--- config.mk ---
export PLATFORM = sky130hd
export DESIGN_NAME = key_switch_io
export DESIGN_NICKNAME = d
export VERILOG_FILES = /design/src/rtl/key_switch_io.sv
export SDC_FILE = /design/constraint.sdc
export NUM_CORES = 1
export LEC_CHECK = 0
export ABC_AREA = 1
export CAP_MARGIN = 20
export CORE_UTILIZATION = 42
export CTS_CLUSTER_DIAMETER = 60
export CTS_CLUSTER_SIZE = 8
export DETAILED_ROUTE_END_ITERATION = 8
export GPL_TIMING_DRIVEN = 0
export PLACE_DENSITY = 0.82
export SKIP_LAST_GASP = 1
export SLEW_MARGIN = 5
export SYNTH_ARGS = -nofsm -noshare
export SYNTH_HDL_FRONTEND = slang
export SYNTH_SLANG_ARGS = --single-unit
export TNS_END_PERCENT = 50
--- constraint.sdc ---
create_clock -name CLOCK_50 -period 1.6 [get_ports CLOCK_50]
set_clock_uncertainty 0.1 [all_clocks]
set_input_delay 0.4 -clock CLOCK_50 [delete_from_list [all_inputs] [get_ports CLOCK_50]]
set_output_delay 0.4 -clock CLOCK_50 [all_outputs]
set_load 0.01 [all_outputs]
--- src/rtl/key_switch_io.sv ---
// Memory-mapped KEY/SW input device: synchronizes and edge-detects KEY, debounces SW,
// and keeps per-device Rdy/Ovr/IE status with an interrupt request.
module key_switch_io #(
  parameter int                 DBITS           = 32,
  parameter logic [DBITS-1:0]   KDATA_ADDR      = 32'hF0000010,
  parameter logic [DBITS-1:0]   KCTRL_ADDR      = 32'hF0000110,
  parameter logic [DBITS-1:0]   SDATA_ADDR      = 32'hF0000014,
  parameter logic [DBITS-1:0]   SCTRL_ADDR      = 32'hF0000114,
  parameter int                 DEBOUNCE_CYCLES = 500000
) (
  input  logic             CLOCK_50,
  input  logic             RESET_N,
  input  logic [3:0]       KEY,
  input  logic [9:0]       SW,
  input  logic [DBITS-1:0] addr,
  input  logic             rd_en,
  input  logic             wr_en,
  input  logic [DBITS-1:0] wdata,
  output logic [DBITS-1:0] rdata,
  output logic             sel,
  output logic             intr
);

  localparam int CW = (DEBOUNCE_CYCLES > 2) ? $clog2(DEBOUNCE_CYCLES) : 1;
  localparam logic [CW-1:0] CNT_MAX = CW'(DEBOUNCE_CYCLES - 1);

  logic [3:0]    ks1, ks2, kdata;
  logic [9:0]    ss1, ss2, cand, sdata;
  logic [CW-1:0] cnt;
  logic          krdy, kovr, kie;
  logic          srdy, sovr, sie;

  logic          k_evt, s_evt, s_accept;
  logic          k_rd, s_rd, k_wr, s_wr;
  logic [2:0]    k_stat_nxt, s_stat_nxt;
  logic          unused_wdata;

  assign unused_wdata = ^{wdata[DBITS-1:5], wdata[3:2]};

  // KEY is active-low; store pressed keys as 1
  always_ff @(posedge CLOCK_50) begin
    if (!RESET_N) begin
      ks1   <= '0;
      ks2   <= '0;
      kdata <= '0;
    end else begin
      ks1 <= ~KEY;
      ks2 <= ks1;
      if (k_evt) kdata <= ks2;
    end
  end

  assign k_evt    = (ks2 != kdata);
  assign s_accept = (ss2 == cand) && (cand != sdata) && (cnt == CNT_MAX);
  assign s_evt    = s_accept;

  always_ff @(posedge CLOCK_50) begin
    if (!RESET_N) begin
      ss1   <= '0;
      ss2   <= '0;
      cand  <= '0;
      sdata <= '0;
      cnt   <= '0;
    end else begin
      ss1 <= SW;
      ss2 <= ss1;
      if (ss2 != cand) begin
        cand <= ss2;
        cnt  <= '0;
      end else if (s_accept) begin
        sdata <= cand;
      end else if (cnt != CNT_MAX) begin
        cnt <= cnt + CW'(1);
      end
    end
  end

  assign k_rd = rd_en && (addr == KDATA_ADDR);
  assign s_rd = rd_en && (addr == SDATA_ADDR);
  assign k_wr = wr_en && (addr == KCTRL_ADDR);
  assign s_wr = wr_en && (addr == SCTRL_ADDR);

  // Returns {ie, ovr, rdy}; a change event wins over any same-edge clear
  function automatic logic [2:0] status_next(
    input logic       rdy,
    input logic       ovr,
    input logic       ie,
    input logic       evt,
    input logic       rd,
    input logic       wr,
    input logic [1:0] wd_clr,
    input logic       wd_ie
  );
    logic rdy_clr;
    logic n_rdy, n_ovr, n_ie;
    rdy_clr = rd || (wr && !wd_clr[0]);
    n_ie    = wr ? wd_ie : ie;
    n_rdy   = rdy;
    n_ovr   = ovr;
    if (wr && !wd_clr[1]) n_ovr = 1'b0;
    if (evt) begin
      n_rdy = 1'b1;
      if (rdy && !rdy_clr) n_ovr = 1'b1;
    end else if (rdy_clr) begin
      n_rdy = 1'b0;
    end
    return {n_ie, n_ovr, n_rdy};
  endfunction

  always_comb begin
    k_stat_nxt = status_next(krdy, kovr, kie, k_evt, k_rd, k_wr, wdata[1:0], wdata[4]);
    s_stat_nxt = status_next(srdy, sovr, sie, s_evt, s_rd, s_wr, wdata[1:0], wdata[4]);
  end

  always_ff @(posedge CLOCK_50) begin
    if (!RESET_N) begin
      {kie, kovr, krdy} <= 3'b000;
      {sie, sovr, srdy} <= 3'b000;
    end else begin
      {kie, kovr, krdy} <= k_stat_nxt;
      {sie, sovr, srdy} <= s_stat_nxt;
    end
  end

  assign intr = (krdy && kie) || (srdy && sie);

  always_comb begin
    sel   = 1'b0;
    rdata = '0;
    case (addr)
      KDATA_ADDR: begin
        sel = 1'b1;
        if (rd_en) rdata = DBITS'(kdata);
      end
      KCTRL_ADDR: begin
        sel = 1'b1;
        if (rd_en) rdata = DBITS'({kie, 2'b00, kovr, krdy});
      end
      SDATA_ADDR: begin
        sel = 1'b1;
        if (rd_en) rdata = DBITS'(sdata);
      end
      SCTRL_ADDR: begin
        sel = 1'b1;
        if (rd_en) rdata = DBITS'({sie, 2'b00, sovr, srdy});
      end
      default: begin
        sel   = 1'b0;
        rdata = '0;
      end
    endcase
  end

endmodule

## Word level (Yosys, flattened, before mapping)

Cells that the tools add are included.

- Add/sub/neg operators: 1
- Equality and inequality tests: 10
- Mux-type cells: 16
- Bitwise gates (word level): 4
- Reduce and logical (&&, ||, !) cells: 27

Operators with widths:

| kind | count |
|---|---|
| $eq 32x32->1 const B | 4 |
| $pmux 32 s4 | 1 |
| $ne 10x10->1 | 2 |
| $add 19x1->19 const B | 1 |
| $eq 19x19->1 const B | 1 |
| $ne 19x19->1 const B | 1 |
| $logic_and 1x1->1 | 14 |
| $mux 1 | 11 |
| $eq 10x10->1 | 1 |
| $mux 10 | 1 |
| $mux 5 | 2 |
| $logic_not 1->1 | 4 |
| $mux 4 | 1 |
| $ne 4x4->1 | 1 |
| $not 4->4 | 1 |
| $reduce_and 2->1 | 2 |
| $reduce_bool 2->1 | 2 |
| $reduce_or 4->1 | 1 |
| $logic_or 1x1->1 | 3 |
| $not 1->1 | 3 |
| $reduce_or 2->1 | 1 |

- Flip-flop bits (word level): 77
- Logic and storage cells: 72

## Logic depth before layout (Yosys ltp)

- Depth after elaboration: 8
- Depth in mapped cells: 12

## Least setup slack after synthesis

Ideal clock, no wire load.

- Kind: input -> output
- Start point: input port addr[7]
- End point: output port rdata[4]
- Arrival: 1.404 ns
- Setup slack: -0.304 ns
- Stages: 9
- Path buffers: 0
- Cells stage by stage: nor2_1 nand3_1 nor2_1 nand2_1 nor2_2 nor2_1 nand3_1 nand2_1 a21oi_1

- Longest elaborated chain between the ends: 2
- Elaborated cells between the ends (all ways): 5
- Those cells by class: eq/ne (4); mux (1)

Ends and longest elaborated chain:

| item | line | RTL |
|---|---|---|
| start, declared | 15 | `input logic [DBITS-1:0] addr,` |
| $eq 32x32->1 | 130 | `case (addr)` |
| $pmux 32 s4 (*) | 130 |  |
| end, declared | 19 | `output logic [DBITS-1:0] rdata,` |

Mark *: on every way between the ends. The rest lies on a longest branch, timed or not.

## Worst setup path after layout

- Start point: input port addr[4]
- End point: output port rdata[4]

The elaborated chain is that of the path after synthesis.

==> flow_metrics.tcl <==
set metrics [dict create \
    p_int_mw 2.80 \
    cts_root_buffer "clkbuf_8" \
    p_sw_share_pct 28.1 \
    setup_tns_ps -5660 \
    routedWlPerCell_um 12.2 \
    cp.required_ps 1100 \
    die_w_um 96.6 \
    drt_iter0_drc 224 \
    ys_top_cells_by_count "112 x nand2_1, 88 x inv_1, 84 x nor2_1" \
    io_pins 116 \
    max_stage_delay_ps 200 \
    wl_mm 9.40 \
    synthDominantCellAreaShare_pct 41.0 \
    seqPwrFrac_pct 51.1 \
    cp_cell_sequence "clkdlybuf4s15_1, nand2_1, nor2_2, nand2_2, nor2_4, nand2_4, o22ai_2, inv_1, a21oi_2, buf_2" \
    status "complete, but fails checks" \
    cp_slowest_cell "clkdlybuf4s15_1" \
    instances_no_fill 771 \
    synth.largest_area_cell "dfxtp_1" \
    path_clk_slew_ps 100 \
    startpoint_type "input port" \
    ys.flop_type "dfxtp_1" \
    grt_start_max_net_pins 18 \
    synth_seq_area_share_pct 41.0 \
    fin_ws_ps -477 \
    port_buffers 64 \
    yosysMostFrequentCell "nand2_1" \
    finalSetupViolCount 40 \
    dp_cells 724 \
    layout.area.seq_um2 1560 \
    rsz0062_at_grt "true" \
    grtUsageTotal_pct 19.6 \
    crit_fanout 4 \
    antenna_found_initial 0 \
    timing.max_cap.violations 0 \
    cp_num_buf_inv 3 \
    tightest_slew_ps 501 \
    hpwl_mm 6.37 \
    finalCritPeriodShare_pct 130 \
    nNetsFinal 741 \
    ir_drop_v 0.000701 \
    ctsLongestPathBuffers 2 \
    drive_gt1_share_pct 35.7 \
    cp.arrival_ps 1580 \
    postRouteAntennaNets 0 \
    place_ws_ps -1300 \
    synthToLayoutAreaGrowth_pct 41.5 \
    cpLargestDelayFamily "simple AND/OR/NAND/NOR gates" \
    max_freq_mhz 481 \
    p_leak_nw 2.51 \
    netlist_instances 531 \
    critPathKind "in2out" \
    die-area_um2 9330 \
    async_flop_share_pct 0 \
    start_util_pct 43.3 \
    drc 0 \
    synth_area_um2 3760 \
    clk_latency_ps 360 \
    end_kind "primary output" \
    max-slew-margin-rel_pct 66.6 \
    coreArea_um2 8680 \
    grt_pass1_vias 3419 \
    multi_input_area_um2 2070 \
    cts_max_level 3 \
    ys_ff_latch 77 \
    violations "negative setup slack" \
    diodes 0 \
    vias_per_cell 4.74 \
    avgSynthCellArea_um2 7.08 \
    combPwrFrac_pct 12.1 \
    hold_path_class "reg2reg" \
    yosys_warnings 0 \
    synth.area.top_cells "dfxtp_1 41%, nand2_1 11%, inv_1 8.8%" \
    vias 3656 \
    synthDistinctLibCells 37 \
    power_density_nw_per_um2 733 \
    first_pass_iters 5 \
    tritoncts "done" \
    fp-row-count 34 \
    gp_congestion 0.844 \
    nFillCells 736 \
    clkPwrFrac_pct 36.8 \
    numCtsBuffers 9 \
    switchingPower_mw 1.09 \
    chipHeight_um 96.6 \
    fin_crit_ps 2080 \
    clock-sinks 77 \
    grt_pass1_wl_mm 14.2 \
    finalHoldViolCount 0 \
    finalMaxSlewViolations 0 \
    grt_overflow 0 \
    synth_edf_count 0 \
]
[cells by family after synthesis]
family | count (synthesis) | synth area share (%)
flip-flops | 77 | 41.0
other | 1 | 0.0998
buffers and inverters | 127 | 15.6
XOR/XNOR | 19 | 4.43
adder cells (fa/ha/maj) | 1 | 0.333
AO/OA/AOI/OAI | 51 | 7.93
AND/OR/NAND/NOR | 255 | 30.6
[sequential cells by signal, indices dropped and copies added (netlist names)]
register / count
sdata: 10
kdata: 4
kovr: 1
ks2: 4
srdy: 1
krdy: 1
sie: 1
ss1: 10
cnt: 19
sovr: 1
ks1: 4
kie: 1
ss2: 10
cand: 10
[worst reg2reg max path, cell delays in order, from the launching register on]
cell and delay [ps]:
dfxtp_2 350, xor2_1 180, nor2_2 160, nand3_2 140, inv_2 100, nand2_4 80
nor2_8 150, buf_4 140, buf_4 100, o21ai_1 50, a21oi_1 100
[routing by layer]
metal  track usage, %  share of wire, %  wire (um)
met1             19.9                39       3670
met2             37.3                52       4860
met3             4.77               6.6        619
met4             9.07               2.6        246
met5                0                 0          0
[what timing repair did]
action / 4_1_cts / 5_1_grt
pin swaps: 47 / 16
resized for setup: 226 / 42
buffers inserted: 17 / 11
hold buffers: 0 / 0
cloned: 2 / 1
setup endpoints to repair: 41 / 43
[cell type report]
type / count / share of cell area, %
inverters: 96 / 7.11
clock inverters: 7 / 1.36
flip-flops and latches: 77 / 29.4
clock buffers: 9 / 2.33
repair buffers: 94 / 14.0
well taps: 108 / 2.54
plain buffers: 31 / 4.31
multi-input cells: 349 / 39.0
[cell usage in the layout, fill, tap and decap left out, types with 3 or more instances in the layout]
master	count
nand2_1	99
inv_1	79
dfxtp_1	64
nor2_1	55
buf_4	47
buf_2	32
nor2_4	23
conb_1	22
clkdlybuf4s50_1	19
nor2_2	17
nand3_1	15
o21ai_0	15
nand2_2	13
inv_2	13
a21oi_1	13
buf_6	13
nand3_2	11
dfxtp_2	11
xor2_1	10
clkbuf_8	9
a21oi_2	7
xnor2_1	6
o21ai_1	6
nand4_1	5
clkbuf_1	5
nand3_4	4
inv_8	3
o22ai_2	3
nor3_1	3
xor2_2	3
inv_6	3
clkdlybuf4s15_2	3
[worst paths after layout]
path	from	to	slack, ps	cells past startpoint
min	ss1[8]$_SDFF_PN0_	ss2[8]$_SDFF_PN0_	310	2
max	addr[4]	rdata[4]	-480	10
min reg2reg	ss1[8]$_SDFF_PN0_	ss2[8]$_SDFF_PN0_	310	2
max reg2reg	cand[7]$_SDFFE_PN0P_	cnt[12]$_SDFFE_PP0P_	-120	10
[stage by stage]
stage	cell area (um2)	hold WS, ps	power (mW)	util (%)
2_1_floorplan	3930	290	2.28	-
3_3_place_gp	4710	293	2.45	54.2
3_5_place_dp	4710	298	2.47	54.2
4_1_cts	5060	312	3.87	58.3
5_1_grt	5320	317	4.08	61.3
6_report	5320	308	3.90	61.3
[power groups by stage]
| stage | Clock (mW) | Sequential (mW) | Combinational [mW] |
|---|---|---|---|
| 5_1_grt | 1.56 | 2.00 | 0.523 |
| 6_report | 1.43 | 1.99 | 0.472 |
| 3_3_place_gp | 0 | 2.04 | 0.416 |
| 2_1_floorplan | 0 | 2.03 | 0.248 |
| 4_1_cts | 1.46 | 1.99 | 0.424 |
| 3_5_place_dp | 0 | 2.04 | 0.427 |
Note: power is estimated with default switching activity, not from simulation.
